===== src/rtl/bus_pkg.sv =====
// Shared types for the 8085 bus-cycle sequencer: cycle codes, sequencer states,
// one-hot T-state encodings seen by decoding, and status helpers.
package bus_pkg;

    localparam int unsigned CYC_TYPE_W = 3;
    localparam int unsigned TSTATE_W   = 7;

    typedef enum logic [CYC_TYPE_W-1:0] {
        CYC_M1  = 3'd0,
        CYC_MR  = 3'd1,
        CYC_MW  = 3'd2,
        CYC_IOR = 3'd3,
        CYC_IOW = 3'd4
    } cyc_type_e;

    typedef enum logic [3:0] {
        ST_TRESET = 4'd0,
        ST_IDLE   = 4'd1,
        ST_T1     = 4'd2,
        ST_T2     = 4'd3,
        ST_TWAIT  = 4'd4,
        ST_T3     = 4'd5,
        ST_T4     = 4'd6,
        ST_T5     = 4'd7,
        ST_T6     = 4'd8,
        ST_THOLD  = 4'd9
    } bus_state_e;

    // One-hot T-state codes handed to the decoding stage
    localparam logic [TSTATE_W-1:0] TS_T1     = 7'b1000000;
    localparam logic [TSTATE_W-1:0] TS_T2     = 7'b0100000;
    localparam logic [TSTATE_W-1:0] TS_T3     = 7'b0010000;
    localparam logic [TSTATE_W-1:0] TS_T4     = 7'b0001000;
    localparam logic [TSTATE_W-1:0] TS_T5     = 7'b0000100;
    localparam logic [TSTATE_W-1:0] TS_T6     = 7'b0000010;
    localparam logic [TSTATE_W-1:0] TS_TRESET = 7'b0000001;
    localparam logic [TSTATE_W-1:0] TS_NONE   = 7'b0000000;

    function automatic logic cyc_type_legal(logic [CYC_TYPE_W-1:0] code);
        return code <= 3'd4;
    endfunction

    // Status triple {IOMn, S1, S0} driven for the whole machine cycle
    function automatic logic [2:0] cyc_status(cyc_type_e t);
        logic [2:0] sts;
        case (t)
            CYC_M1:  sts = 3'b011;
            CYC_MR:  sts = 3'b010;
            CYC_MW:  sts = 3'b001;
            CYC_IOR: sts = 3'b110;
            CYC_IOW: sts = 3'b101;
            default: sts = 3'b000;
        endcase
        return sts;
    endfunction

    function automatic logic cyc_is_read(cyc_type_e t);
        return (t == CYC_M1) || (t == CYC_MR) || (t == CYC_IOR);
    endfunction

    function automatic logic cyc_is_io(cyc_type_e t);
        return (t == CYC_IOR) || (t == CYC_IOW);
    endfunction

    // True in the final T-state of a machine cycle
    function automatic logic is_last_t(bus_state_e s, cyc_type_e t, logic lng);
        logic last;
        case (s)
            ST_T3:   last = (t != CYC_M1);
            ST_T4:   last = (t == CYC_M1) && !lng;
            ST_T6:   last = 1'b1;
            default: last = 1'b0;
        endcase
        return last;
    endfunction

endpackage


===== src/rtl/bus_cycle_unit.sv =====
// 8085 external bus sequencer: runs one machine cycle per accepted request,
// drives the multiplexed AD bus and strobes, handles READY waits and HOLD.
module bus_cycle_unit
    import bus_pkg::*;
#(
    parameter int unsigned RESET_CYCLES = 3,
    parameter int unsigned ADDR_W       = 16,
    parameter int unsigned DATA_W       = 8
) (
    input  logic              phi1,
    input  logic              reset,
    input  logic              cyc_start,
    input  logic [2:0]        cyc_type,
    input  logic              cyc_long,
    input  logic [ADDR_W-1:0] cyc_addr,
    input  logic [DATA_W-1:0] cyc_wdata,
    input  logic [DATA_W-1:0] ad_in,
    input  logic              ready,
    input  logic              hold,
    output logic [7:0]        a_hi,
    output logic [DATA_W-1:0] ad_out,
    output logic              ad_oe,
    output logic              ALE,
    output logic              RDn,
    output logic              WRn,
    output logic              IOMn,
    output logic              S0,
    output logic              S1,
    output logic              hlda,
    output logic [6:0]        cur_t,
    output logic [DATA_W-1:0] instr_out,
    output logic              instr_valid,
    output logic [DATA_W-1:0] rdata,
    output logic              rdata_valid,
    output logic              cyc_done,
    output logic              busy
);

    localparam int unsigned RST_CNT_W = (RESET_CYCLES > 1) ? $clog2(RESET_CYCLES) : 1;
    localparam int unsigned AHI_W     = 8;

    bus_state_e            state_q, state_d, end_state;
    cyc_type_e             typ_q, typ_d;
    logic                  long_q, long_d;
    logic [ADDR_W-1:0]     addr_q, addr_d;
    logic [DATA_W-1:0]     wdata_q, wdata_d;
    logic [RST_CNT_W-1:0]  rst_cnt_q, rst_cnt_d;
    logic                  last_q, accept;
    logic                  cap_instr, cap_read;

    logic                  ale_d, rdn_d, wrn_d, ad_oe_d, hlda_d, busy_d, done_d;
    logic [2:0]            sts_d;
    logic [DATA_W-1:0]     ad_out_d;
    logic [AHI_W-1:0]      a_hi_d;
    logic [TSTATE_W-1:0]   cur_t_d;

    // Read data is sampled on the edge that leaves T3
    assign cap_instr = (state_q == ST_T3) && (typ_q == CYC_M1);
    assign cap_read  = (state_q == ST_T3) && ((typ_q == CYC_MR) || (typ_q == CYC_IOR));

    // State and registered outputs
    always_ff @(posedge phi1) begin
        if (!reset) begin
            state_q     <= ST_TRESET;
            rst_cnt_q   <= '0;
            typ_q       <= CYC_M1;
            long_q      <= 1'b0;
            addr_q      <= '0;
            wdata_q     <= '0;
            ALE         <= 1'b0;
            RDn         <= 1'b1;
            WRn         <= 1'b1;
            IOMn        <= 1'b0;
            S1          <= 1'b0;
            S0          <= 1'b0;
            ad_oe       <= 1'b0;
            ad_out      <= '0;
            a_hi        <= '0;
            hlda        <= 1'b0;
            cur_t       <= TS_TRESET;
            busy        <= 1'b1;
            cyc_done    <= 1'b0;
            instr_out   <= '0;
            instr_valid <= 1'b0;
            rdata       <= '0;
            rdata_valid <= 1'b0;
        end else begin
            state_q     <= state_d;
            rst_cnt_q   <= rst_cnt_d;
            typ_q       <= typ_d;
            long_q      <= long_d;
            addr_q      <= addr_d;
            wdata_q     <= wdata_d;
            ALE         <= ale_d;
            RDn         <= rdn_d;
            WRn         <= wrn_d;
            {IOMn, S1, S0} <= sts_d;
            ad_oe       <= ad_oe_d;
            ad_out      <= ad_out_d;
            a_hi        <= a_hi_d;
            hlda        <= hlda_d;
            cur_t       <= cur_t_d;
            busy        <= busy_d;
            cyc_done    <= done_d;
            instr_valid <= cap_instr;
            rdata_valid <= cap_read;
            if (cap_instr) instr_out <= ad_in;
            if (cap_read)  rdata     <= ad_in;
        end
    end

    // Next-state and request latching
    always_comb begin
        state_d   = state_q;
        rst_cnt_d = rst_cnt_q;
        typ_d     = typ_q;
        long_d    = long_q;
        addr_d    = addr_q;
        wdata_d   = wdata_q;
        last_q    = is_last_t(state_q, typ_q, long_q);
        accept    = cyc_start && cyc_type_legal(cyc_type) && !hlda
                    && ((state_q == ST_IDLE) || last_q);
        end_state = accept ? ST_T1 : (hold ? ST_THOLD : ST_IDLE);

        if (accept) begin
            typ_d   = cyc_type_e'(cyc_type);
            long_d  = cyc_long;
            addr_d  = cyc_addr;
            wdata_d = cyc_wdata;
        end

        case (state_q)
            ST_TRESET: begin
                if (rst_cnt_q == RST_CNT_W'(RESET_CYCLES - 1)) state_d = ST_IDLE;
                else rst_cnt_d = rst_cnt_q + RST_CNT_W'(1);
            end
            ST_IDLE:           state_d = end_state;
            ST_T1:             state_d = ST_T2;
            ST_T2, ST_TWAIT:   state_d = ready ? ST_T3 : ST_TWAIT;
            ST_T3:             state_d = (typ_q == CYC_M1) ? ST_T4 : end_state;
            ST_T4:             state_d = long_q ? ST_T5 : end_state;
            ST_T5:             state_d = ST_T6;
            ST_T6:             state_d = end_state;
            ST_THOLD:          state_d = hold ? ST_THOLD : ST_IDLE;
            default:           state_d = ST_TRESET;
        endcase
    end

    // Output decode from the upcoming state so outputs align with it once registered
    always_comb begin
        ale_d    = 1'b0;
        rdn_d    = 1'b1;
        wrn_d    = 1'b1;
        sts_d    = 3'b000;
        ad_oe_d  = 1'b0;
        ad_out_d = '0;
        a_hi_d   = '0;
        hlda_d   = 1'b0;
        cur_t_d  = TS_NONE;
        busy_d   = 1'b0;
        done_d   = is_last_t(state_d, typ_d, long_d);

        if (state_d inside {ST_T1, ST_T2, ST_TWAIT, ST_T3, ST_T4, ST_T5, ST_T6}) begin
            sts_d  = cyc_status(typ_d);
            // I/O cycles duplicate the 8-bit port number onto the high byte
            a_hi_d = cyc_is_io(typ_d) ? addr_d[AHI_W-1:0] : addr_d[ADDR_W-1 -: AHI_W];
            busy_d = 1'b1;
        end

        case (state_d)
            ST_TRESET: begin
                cur_t_d = TS_TRESET;
                busy_d  = 1'b1;
            end
            ST_T1: begin
                ale_d    = 1'b1;
                ad_oe_d  = 1'b1;
                ad_out_d = addr_d[DATA_W-1:0];
                cur_t_d  = TS_T1;
            end
            ST_T2, ST_TWAIT, ST_T3: begin
                cur_t_d = (state_d == ST_T3) ? TS_T3 : TS_T2;
                if (cyc_is_read(typ_d)) begin
                    rdn_d = 1'b0;
                end else begin
                    wrn_d    = 1'b0;
                    ad_oe_d  = 1'b1;
                    ad_out_d = wdata_d;
                end
            end
            ST_T4:    cur_t_d = TS_T4;
            ST_T5:    cur_t_d = TS_T5;
            ST_T6:    cur_t_d = TS_T6;
            ST_THOLD: hlda_d  = 1'b1;
            default:  ;
        endcase
    end

endmodule


===== config.mk =====
export PLATFORM = sky130hd
export DESIGN_NAME = bus_cycle_unit
export DESIGN_NICKNAME = d
export VERILOG_FILES = /design/src/rtl/bus_pkg.sv /design/src/rtl/bus_cycle_unit.sv
export SDC_FILE = /design/constraint.sdc
export NUM_CORES = 1
export LEC_CHECK = 0
export ABC_AREA = 1
export BUFFER_PORTS_ARGS = -buffer_cell sky130_fd_sc_hd__buf_2
export CORE_MARGIN = 2
export CORE_UTILIZATION = 40
export CTS_CLUSTER_DIAMETER = 30
export CTS_CLUSTER_SIZE = 16
export DETAILED_ROUTE_END_ITERATION = 8
export PLACE_DENSITY = 0.71
export SYNTH_ARGS = -nofsm -noshare
export SYNTH_HDL_FRONTEND = slang
export SYNTH_SLANG_ARGS = --single-unit

===== constraint.sdc =====
create_clock -name phi1 -period 2.3 [get_ports phi1]
set_input_delay 0.46 -clock phi1 [delete_from_list [all_inputs] [get_ports phi1]]
set_output_delay 0.46 -clock phi1 [all_outputs]
set_load 0.02 [all_outputs]

==> reports/metrics.cfg, run 1 <==
[worst_setup_path]
r2r_slack_ns=0.27
critical_path_class=flop to flop
rr_endpoint=ad_out[3]
critPathMostFrequentCell=nand2_1
path_cells=inv_1 -> nand2_1 -> nor2_2 -> nor2_4 -> nand3_2 -> nand2_4 -> buf_4 -> mux2i_1 -> nor2_1 -> nand2_1 -> a21oi_1
endpoint=ad_out[3]
cp_max_fo=19
crit_slowest_cell=dfxtp_1
cp-startpoint=state_q[0]
crit_required_ns=2.53
endpoint_kind=flop
reg2regPathDepth=11
crit_arrival_ns=2.26
slowest_delay_ns=0.39
r2r-start=state_q[0]
startpoint_type=flop

[sta]
slew_headroom_pct=60.63
setup_viol=0
fin_skew_ns=0.01230
slew_violations=0
period_share_pct=88.15
rsz0062_at_grt=no
setup_tns_ns=0
clock.fmax_mhz=493.2
finalHoldViolCount=0
fin_crit_ns=2.028
tightest_slew_ns=0.5889

[power_and_ir_drop]
swShare_pct=32.75
p_per_area_mw_per_mm2=888.9
power_frac_comb_pct=24.2
p_leak_nw=1.978
p_switching_mw=1.177
ir_drop_v=0.0003496
clkPwrFrac_pct=30.5
pwr-share-seq_pct=45.3
p_int_mw=2.416
power_mw=3.593

[cts]
cts_buffers=9
post_cts_buffers=0
clock_sinks=84
path_clk_slew_ns=0.09
cts_resized=0
cts.path.max_buffers=2
cts_tree=yes
cts_hold_buffers=0
cts-root-buf=clkbuf_8
h-tree-depth=3
clk_latency_ns=0.35

[floorplan]
die_h_um=94.77
start_util_pct=40.72
die_area_sq_mm=0.008981
io_pins=92
rows=33
core_area_sq_mm=0.008093
chipWidth_um=94.77

[synth]
seq_area_frac_synth_pct=51.03
syn_nets=449
synth_warnings=0
avgSynthCellArea_sq_um=8.097
yosys_register_bits=84
ys_types=34
netlist_instances=407
synth_area_sq_mm=0.003296

[global_routing]
antenna_found_initial=0
use_met2_pct=28.19
busiest_layer=met2
grt_max_degree=27
gr-total-overflow=0
grt_pass1_wl_um=12240
grt.met3_usage_pct=3.990
grt_use_met1_pct=23.37
first_global_vias=2690
track_usage_pct=17.51

[final_layout]
layout-area-overhead-vs-synth_pct=22.63
multiInputGateArea_sq_mm=0.001361
final_cell_mix=buf_2, dfxtp_1, nand2_1
final_util_pct=49.94
seq_area_sq_mm=0.001682
final_common_cell=buf_2
fillers=829
layout-drive-gt1-share_pct=30.83
antenna_cells=0
nets=543

[place]
gp_congestion=0.8263
dp_hpwl_um=5647
portBuffers=91

[hold_path]
hp-class=input pin to flop

[route]
dr_total_vias=2853
routed_via_density=4.669
drc=0
first_iter_violations=87
drt-pass1-iter-count=4
drt-wirelength-per-cell_um=12.51
final_antenna_net_count=0
wl_um=7642

[status]
status=finished, final reports clean

[run]
drv_cap=0

## power by group through the flow
stage,clock [mW],combinational (mW),sequential (mW)
after global routing,1.17,0.968,1.64
after floorplan,0,0.619,1.71
after CTS,1.12,0.871,1.63
after detailed placement,0,0.865,1.66
after global placement,0,0.846,1.66
final,1.09,0.870,1.63
## synth_stat cells
cell	count	area, sq um
o22ai_1	1	6.260
nor2_4	2	22.52
or2_1	1	6.260
nand3_2	4	40.04
clkbuf_1	10	37.54
nand2_1	79	296.5
clkinv_1	2	7.510
inv_1	29	108.9
nor2_1	68	255.2
nand4_1	3	18.77
nand3_1	7	35.03
a21boi_1	1	7.510
nand2_2	9	56.30
nor2_2	3	18.77
o21ai_1	4	20.02
dfxtp_1	84	1682
mux2i_1	8	80.08
o21ai_0	18	90.09
buf_12	1	20.02
o41ai_2	1	16.27
nor3_2	1	10.01
buf_8	2	30.03
buf_2	1	5.000
buf_6	1	11.26
o21ai_4	2	32.53
buf_4	2	15.01
o21a_1	8	60.06
a31oi_1	1	6.260
ha_1	1	12.51
a21oi_1	35	175.2
or2_2	9	56.30
inv_2	6	22.52
a21oi_4	1	16.27
o21ai_2	2	17.52
## cells by family (layout without fill, tap and decap cells)
logic type	after synthesis	after routing	share of synthesized area, %
AND/OR/NAND/NOR	186	186	24.75
multiplexers	8	8	2.430
AO/OA/AOI/OAI	74	74	13.59
adder cells (fa/ha/maj)	1	1	0.3796
buffers and inverters	54	153	7.821
flip-flops	84	84	51.02
## worst min path at each step
stage | endpoint | cells past startpoint | start | slack, ns
final | hlda | 3 | hold | 0.35
after detailed placement | rdata[2] | 2 | rdata[2] | 0.43
after floorplan | rst_cnt_q[1] | 2 | rst_cnt_q[1] | 0.45
after global placement | rdata[1] | 2 | rdata[1] | 0.43
after global routing | hlda | 3 | hold | 0.35
after CTS | hlda | 3 | hold | 0.34
## per-stage QoR
stage | hold WS, ns | area, sq um | setup slack [ns] | std cells
3_3_place_gp | 0.4284 | 3831 | 0.1468 | 595
5_1_grt | 0.3531 | 4041 | 0.09217 | 611
2_1_floorplan | 0.4479 | 3296 | 0.5654 | 407
4_1_cts | 0.3448 | 4034 | 0.1328 | 611
3_5_place_dp | 0.4332 | 3831 | 0.1012 | 595
6_report | 0.3517 | 4041 | 0.2725 | 611
## worst max-delay path: cells and delay by family (launching register included)
kind	cells	cell delay, ns
AOI/OAI and AO/OA	1	0.07
buffers and inverters	2	0.41
DFF	1	0.39
muxes	1	0.27
and+or+nand+nor	7	0.76
## flip-flops by register name (all words and copies together), names as in the netlist, 2 cells and up
signal and count:
rdata 8, addr_q 16, instr_out 8, wdata_q 8, a_hi 8, rst_cnt_q 2
state_q 4, typ_q 3, ad_out 8, cur_t 6
## layout make-up
| class | count | share of cell area, % |
|---|---|---|
| well taps | 105 | 3.251 |
| multi-input cells | 269 | 33.68 |
| flip-flops and latches | 84 | 41.61 |
| clock inverters | 7 | 1.950 |
| clock buffers | 9 | 3.065 |
| inverters | 37 | 3.498 |
| repair buffers | 100 | 12.94 |
## routing by layer
metal | wire (um) | vias to the layer above
li1 | - | 1476
met1 | 3576 | 1302
met2 | 3625 | 66
met3 | 347 | 9
met4 | 92 | 0
met5 | 0 | -
(Power assumes the default switching activity.)
==> run 2, diff against run 1 <==
--- a/config.mk
+++ b/config.mk
@@ -7,7 +7,7 @@
 export LEC_CHECK = 0
 export ABC_AREA = 1
 export BUFFER_PORTS_ARGS = -buffer_cell sky130_fd_sc_hd__buf_2
-export CORE_MARGIN = 2
+export CORE_MARGIN = 4
 export CORE_UTILIZATION = 40
 export CTS_CLUSTER_DIAMETER = 30
 export CTS_CLUSTER_SIZE = 16
==> run 2 against run 1 <==
Effect of this change: first-iteration DRC count is 28% higher; critical path depth grew 1; global-route usage down 1.3 points; critical path type unchanged; critical endpoint is now a_hi[1].
==> reports/metrics.cfg, run 2 (synthesis gave the netlist of run 1 again) <==
[status]
status=finished, final reports clean

[final_layout]
layout-drive-gt1-share_pct=30.36  ; -0.47 points
final_common_cell=buf_2
nets=541  ; -0.37%
largest_reg_flops=16  ; unchanged
final_cell_mix=buf_2, dfxtp_1, nand2_1
regMostFlops=addr_q
layout-area-overhead-vs-synth_pct=21.11
antenna_cells=0  ; unchanged

[place]
gp_congestion=0.8198  ; -0.79%
portBuffers=91  ; unchanged
dp_hpwl_um=5696  ; +0.88%

[route]
drc=0  ; unchanged
dr_total_vias=2838  ; -0.53%
drt-pass1-iter-count=4  ; unchanged
wl_um=7798  ; +2.0%
first_iter_violations=111  ; +28%
final_antenna_net_count=0  ; unchanged
routed_via_density=4.683  ; +0.29%
drt-wirelength-per-cell_um=12.87  ; +2.9%

[worst_setup_path]
cp_max_fo=19  ; unchanged
critical_path_class=flop to flop
crit_required_ns=2.54  ; about the same
endpoint_kind=flop
startpoint_type=flop
crit_arrival_ns=2.33  ; +0.07 ns

[cts]
post_cts_buffers=0  ; unchanged
h-tree-depth=3  ; unchanged
clock_sinks=84  ; unchanged
cts_hold_buffers=0  ; unchanged
cts_buffers=9  ; unchanged
cts-root-buf=clkbuf_8
cts.path.max_buffers=2  ; unchanged
clk_latency_ns=0.35  ; about the same
cts_resized=0  ; unchanged
cts_tree=yes
path_clk_slew_ns=0.09  ; about the same

[sta]
setup_tns_ns=0  ; unchanged
slew_violations=0  ; unchanged
period_share_pct=90.70  ; +2.5 points
fin_skew_ns=0.01631  ; +0.004011 ns
whs_ns=0.3504  ; -0.001336 ns
slew_headroom_pct=59.52  ; -1.1 points
rsz0062_at_grt=no
clock.fmax_mhz=479.4  ; -2.8%
setup_viol=0  ; unchanged
fin_crit_ns=2.086  ; +0.05864 ns
finalHoldViolCount=0  ; unchanged
tightest_slew_ns=0.6054  ; +0.01654 ns

[floorplan]
core_area_sq_mm=0.007888  ; -2.5%
die_area_sq_mm=0.009756  ; +8.6%
rows=32  ; -3.0%
die_h_um=98.77  ; +4.2%
start_util_pct=41.78  ; +1.1 points
chipWidth_um=98.77  ; +4.2%
io_pins=92  ; unchanged

[global_routing]
grt_pass1_wl_um=12800  ; +4.6%
gr-total-overflow=0  ; unchanged
grt_max_degree=53  ; +96%
track_usage_pct=16.17  ; -1.3 points
first_global_vias=2755  ; +2.4%
antenna_found_initial=0  ; unchanged

[power_and_ir_drop]
ir_drop_v=0.0004047  ; +16%
p_leak_nw=1.948  ; -1.5%
p_per_area_mw_per_mm2=862.1  ; -3.0%

[run]
drv_cap=0  ; unchanged

[hold_path]
hp-class=input pin to flop

-- run 2: area by class of cell --
cell class              count  area, sq um
clock buffers              10        127.6
clock inverters             6        46.29
fillers                   758         3896
inverters                  37        138.9
multi-input cells         269         1361
flip-flops and latches     84         1682
well taps                 102        127.6
repair buffers             98        508.0
-- run 2: critical path, cell delays in order, from the launching register on --
cell,delay [ns]
dfxtp_1,0.39
inv_1,0.09
nand2_1,0.12
nor2_2,0.06
nor2_4,0.10
nand3_2,0.10
nand2_4,0.22
inv_2,0.14
buf_4,0.21
or2_2,0.28
o21a_1,0.12
nand2_1,0.07
a21oi_1,0.07
-- run 2: path summary, 6_finish.rpt --
check / startpoint / end / slack, ns / cells after the start
worst max-delay path: state_q[0] / a_hi[1] / 0.21 / 12
worst max register to register: state_q[0] / a_hi[1] / 0.21 / 12
worst min register to register: rdata[7] / rdata[7] / 0.44 / 2
worst min-delay path: hold / hlda / 0.35 / 3
-- run 2: per-layer routing --
layer,part of all wire [%],GRT usage (%),up-vias
li1,-,-,1471
met1,45,20.09,1280
met2,48,26.86,78
met3,5.6,4.246,9
met4,1.4,6.092,0
met5,0,0,-
-- run 2: per-stage QoR --
| stage | instance area [sq um] | power (mW) | setup WS [ns] | instances | utilization [%] |
|---|---|---|---|---|---|
| after floorplan | 3296 | 2.324 | 0.5654 | 407 | - |
| after global placement | 3812 | 2.506 | 0.04891 | 590 | 48.33 |
| after detailed placement | 3812 | 2.530 | 0.03862 | 590 | 48.33 |
| after CTS | 3986 | 3.471 | 0.06032 | 606 | 50.54 |
| after global routing | 3991 | 3.654 | 0.01612 | 606 | 50.60 |
| final | 3991 | 3.441 | 0.2139 | 606 | 50.60 |
-- run 2: power breakdown --
| part | internal (mW) | total (mW) | switching (mW) |
|---|---|---|---|
| sequential | 1.58 | 1.63 | 0.0465 |
| clock | 0.402 | 0.941 | 0.539 |
| combinational | 0.315 | 0.873 | 0.558 |
==> run 3, diff against run 2 <==
--- a/config.mk
+++ b/config.mk
@@ -5,14 +5,13 @@
 export SDC_FILE = /design/constraint.sdc
 export NUM_CORES = 1
 export LEC_CHECK = 0
-export ABC_AREA = 1
 export BUFFER_PORTS_ARGS = -buffer_cell sky130_fd_sc_hd__buf_2
 export CORE_MARGIN = 4
 export CORE_UTILIZATION = 40
-export CTS_CLUSTER_DIAMETER = 30
 export CTS_CLUSTER_SIZE = 16
 export DETAILED_ROUTE_END_ITERATION = 8
-export PLACE_DENSITY = 0.71
+export PLACE_DENSITY = 0.7
+export REMOVE_ABC_BUFFERS = 1
 export SYNTH_ARGS = -nofsm -noshare
 export SYNTH_HDL_FRONTEND = slang
 export SYNTH_SLANG_ARGS = --single-unit
==> run 3 against run 2 <==
Effect of this change: the flow now finishes with violations (setup timing); final area up 22%; die area rose by 4.5%; sequential power barely moved; clock power up 6%; utilization grew 7.9 points; largest power group unchanged; critical endpoint unchanged; maximum frequency decreased by 13%.
==> reports/metrics.cfg, run 3 <==
[final_layout]
regMostFlops=addr_q
antenna_cells=0  ; unchanged
final_cell_mix=buf_2, dfxtp_1, nand2_1
layout-drive-gt1-share_pct=40.04  ; +9.7 points
fin_area_sq_mm=0.004856  ; +22%
multiInputGateArea_sq_mm=0.001853  ; +36%
nets=570  ; +5.4%
final_common_cell=buf_2
fillers=732  ; -3.4%
seq_area_sq_mm=0.001687  ; +0.30%
layout-area-overhead-vs-synth_pct=40.41
largest_reg_flops=16  ; unchanged
fin_cells=637  ; +5.1%

[synth]
yosysMostFrequentCell=dfxtp_1
ys_types=59  ; +74%
synth_enable_flop_cells=0  ; unchanged
synthXorXnorAreaFrac_pct=0.5065  ; +0.51 points
synth_common_cells=dfxtp_1, nand2_1, nor2_1
synth_area_sq_mm=0.003458  ; +4.9%
yosys_register_bits=84  ; unchanged
synthFlopType=dfxtp_1
synth_top_family_by_area=simple AND/OR/NAND/NOR gates
synthSimpleGateAreaFrac_pct=19.79  ; -5.0 points
netlist_instances=383  ; -5.9%
netlist.area_leader.share_pct=48.63  ; -2.4 points
seq_area_frac_synth_pct=48.63  ; -2.4 points
async_flop_share_pct=0  ; unchanged
yosysTopAreaCell=dfxtp_1
synth-compound-area-share_pct=18.89  ; +5.3 points
avgSynthCellArea_sq_um=9.030  ; +12%
synth_warnings=0  ; unchanged
yosys-mux-area-fraction_pct=7.887  ; +5.5 points
synth_fa_ha_area_share_pct=0.6512  ; +0.27 points
synthTopCellsByArea=dfxtp_1, nand2_1, mux2i_1

[power_and_ir_drop]
p_leak_nw=2.070  ; +6.3%
p_per_area_mw_per_mm2=747.4  ; -13%
ir_drop_v=0.0004925  ; +22%

[status]
status=finished with violations
violations=setup timing

[place]
placed_area_sq_mm=0.004420  ; +16%
dp_hpwl_um=6795  ; +19%
portBuffers=91  ; unchanged
post-place-cells=616  ; +4.4%
gp_congestion=0.9002  ; +9.8%

[route]
routed_via_density=5.177  ; +11%
dr_total_vias=3298  ; +16%
drt-pass1-iter-count=4  ; unchanged
drt-wirelength-per-cell_um=15.02  ; +17%
first_iter_violations=129  ; +16%
wl_um=9565  ; +23%
final_antenna_net_count=0  ; unchanged
drc=0  ; unchanged

[global_routing]
gr-total-overflow=0  ; unchanged
track_usage_pct=18.79  ; +2.6 points
antenna_found_initial=0  ; unchanged
grt_max_degree=22  ; -58%
grt_pass1_wl_um=15160  ; +18%
first_global_vias=3168  ; +15%

[worst_setup_path]
crit_arrival_ns=2.64  ; +0.31 ns
startpoint_type=flop
cp_max_fo=8  ; -11
slowest_delay_ns=0.38  ; about the same
rr_endpoint=a_hi[1]
reg2regPathDepth=7  ; -5
path_cells=or3_4 -> or3_4 -> a31o_1 -> a221o_1 -> mux2i_4 -> o22ai_1 -> o21a_1
critPathMostFrequentCell=or3_4
critical_path_class=flop to flop
endpoint_kind=flop
r2r-start=typ_q[0]
r2r_slack_ns=-0.09  ; -0.30 ns
crit_family=compound AO/OA/AOI/OAI gates
crit_slowest_cell=or3_4
crit_required_ns=2.55  ; about the same
worst-path-buf-inv=0  ; -3

[floorplan]
rows=33  ; +3.1%
chipWidth_um=101.0  ; +2.2%
die_area_sq_mm=0.01020  ; +4.5%
core_area_sq_mm=0.008299  ; +5.2%
start_util_pct=41.67  ; -0.11 points
io_pins=92  ; unchanged
die_h_um=101.0  ; +2.2%

[sta]
slew_violations=0  ; unchanged
slew_headroom_pct=68.40  ; +8.9 points
clock.fmax_mhz=418.8  ; -13%
rsz0062_at_grt=yes
tightest_slew_ns=0.4704  ; -0.1351 ns
period_share_pct=103.8  ; +13 points
setup_tns_ns=-0.5202  ; -0.5202 ns
fin_crit_ns=2.388  ; +0.3014 ns
setup_viol=11  ; +11
finalHoldViolCount=0  ; unchanged
fin_skew_ns=0.007182  ; -0.009130 ns
fin_ws_ns=-0.08751  ; -0.3014 ns

[hold_path]
hold_path_end=rdata[3]
hp-class=input pin to flop
hold_path_startpoint=ad_in[3]
hold_depth=3  ; unchanged

[cts]
cts.path.max_buffers=2  ; unchanged
h-tree-depth=3  ; unchanged
path_clk_slew_ns=0.08  ; about the same
cts_tree=yes
cts_buffers=9  ; unchanged
clk_latency_ns=0.35  ; about the same
clock_sinks=84  ; unchanged
cts-root-buf=clkbuf_8

[run]
drv_cap=0  ; unchanged

-- run 3: changes by cell type after synthesis, sizes merged, moves of 5 or more --
cell	before	now
nand2	88	71
nor2	73	44
o22ai	1	10
buf	7	12
o32ai	0	8
inv	35	5
or2	10	0
nand3	11	4
and2	0	5
mux2i	8	26
a32oi	0	8
a21oi	36	23
o21ai	26	15
-- run 3: worst max-delay path by stage --
stage	to	cells past startpoint	slack, ns	startpoint
floorplan	a_hi[7]	7	-1.83	state_q[0]
global placement	ad_out[1]	9	-0.14	state_q[1]
detailed placement	a_hi[6]	7	-0.22	typ_q[0]
CTS	a_hi[1]	7	-0.02	typ_q[0]
global route	ad_out[3]	9	-0.20	state_q[1]
finish	a_hi[1]	7	-0.09	typ_q[0]
-- run 3: repair_timing --
action	4_1_cts	5_1_grt
resized for setup	18	26
setup buffers	2	4
hold buffers	0	0
pin swaps	9	2
hold endpoints to repair	0	0
setup endpoints to repair	20	23
-- run 3: kinds of logic (layout without fill, tap and decap cells) --
family | count (synthesis) | after routing
flops | 84 | 84
buf+inv | 27 | 176
mux | 26 | 26
fa+ha+maj | 2 | 2
simple gates | 150 | 150
xor+xnor | 2 | 2
compound gates | 92 | 92
-- run 3: cell type report --
cell class                      count  area share (%)
Clock inverter                      3          0.4380
Inverter                            5          0.3865
Timing Repair Buffer              156           20.18
Sequential cell                    84           34.73
Multi-Input combinational cell    272           38.16
Clock buffer                       12           3.401
Tap cell                          105           2.705
-- run 3: routing by layer --
layer  part of all wire (%)  track usage [%]  vias to the layer above  wire length (um)
met1                     46            25.43                     1552              4410
met5                      0                0                        -                 0
li1                       -                -                     1649                 -
met2                     47            29.67                       83              4516
met4                    1.4            5.828                        0               138
met3                    5.2            4.498                       14               500
-- run 3: per-stage QoR --
step                utilization, %  hold WS (ns)  total power [mW]  worst slack (ns)
detailed placement           53.26        0.4465             2.517           -0.2230
floorplan                        -        0.4453             2.122            -1.834
global placement             53.26        0.4405             2.497           -0.1407
CTS                          56.48        0.3363             3.547          -0.02143
finish                       58.51        0.3474             3.629          -0.08751
global route                 58.51        0.3395             3.801           -0.2027
-- run 3: power breakdown --
group	internal (mW)	total, mW	switching (mW)
Combinational	0.478	1.02	0.546
Sequential	1.55	1.60	0.0518
Clock	0.476	1.00	0.526
-- run 3: worst reg2reg max path, cell delays in order, from the launching register on --
cell and delay (ns):
dfxtp_2 0.33, or3_4 0.38, or3_4 0.38, a31o_1 0.24, a221o_1 0.33, mux2i_4 0.32
o22ai_1 0.14, o21a_1 0.18
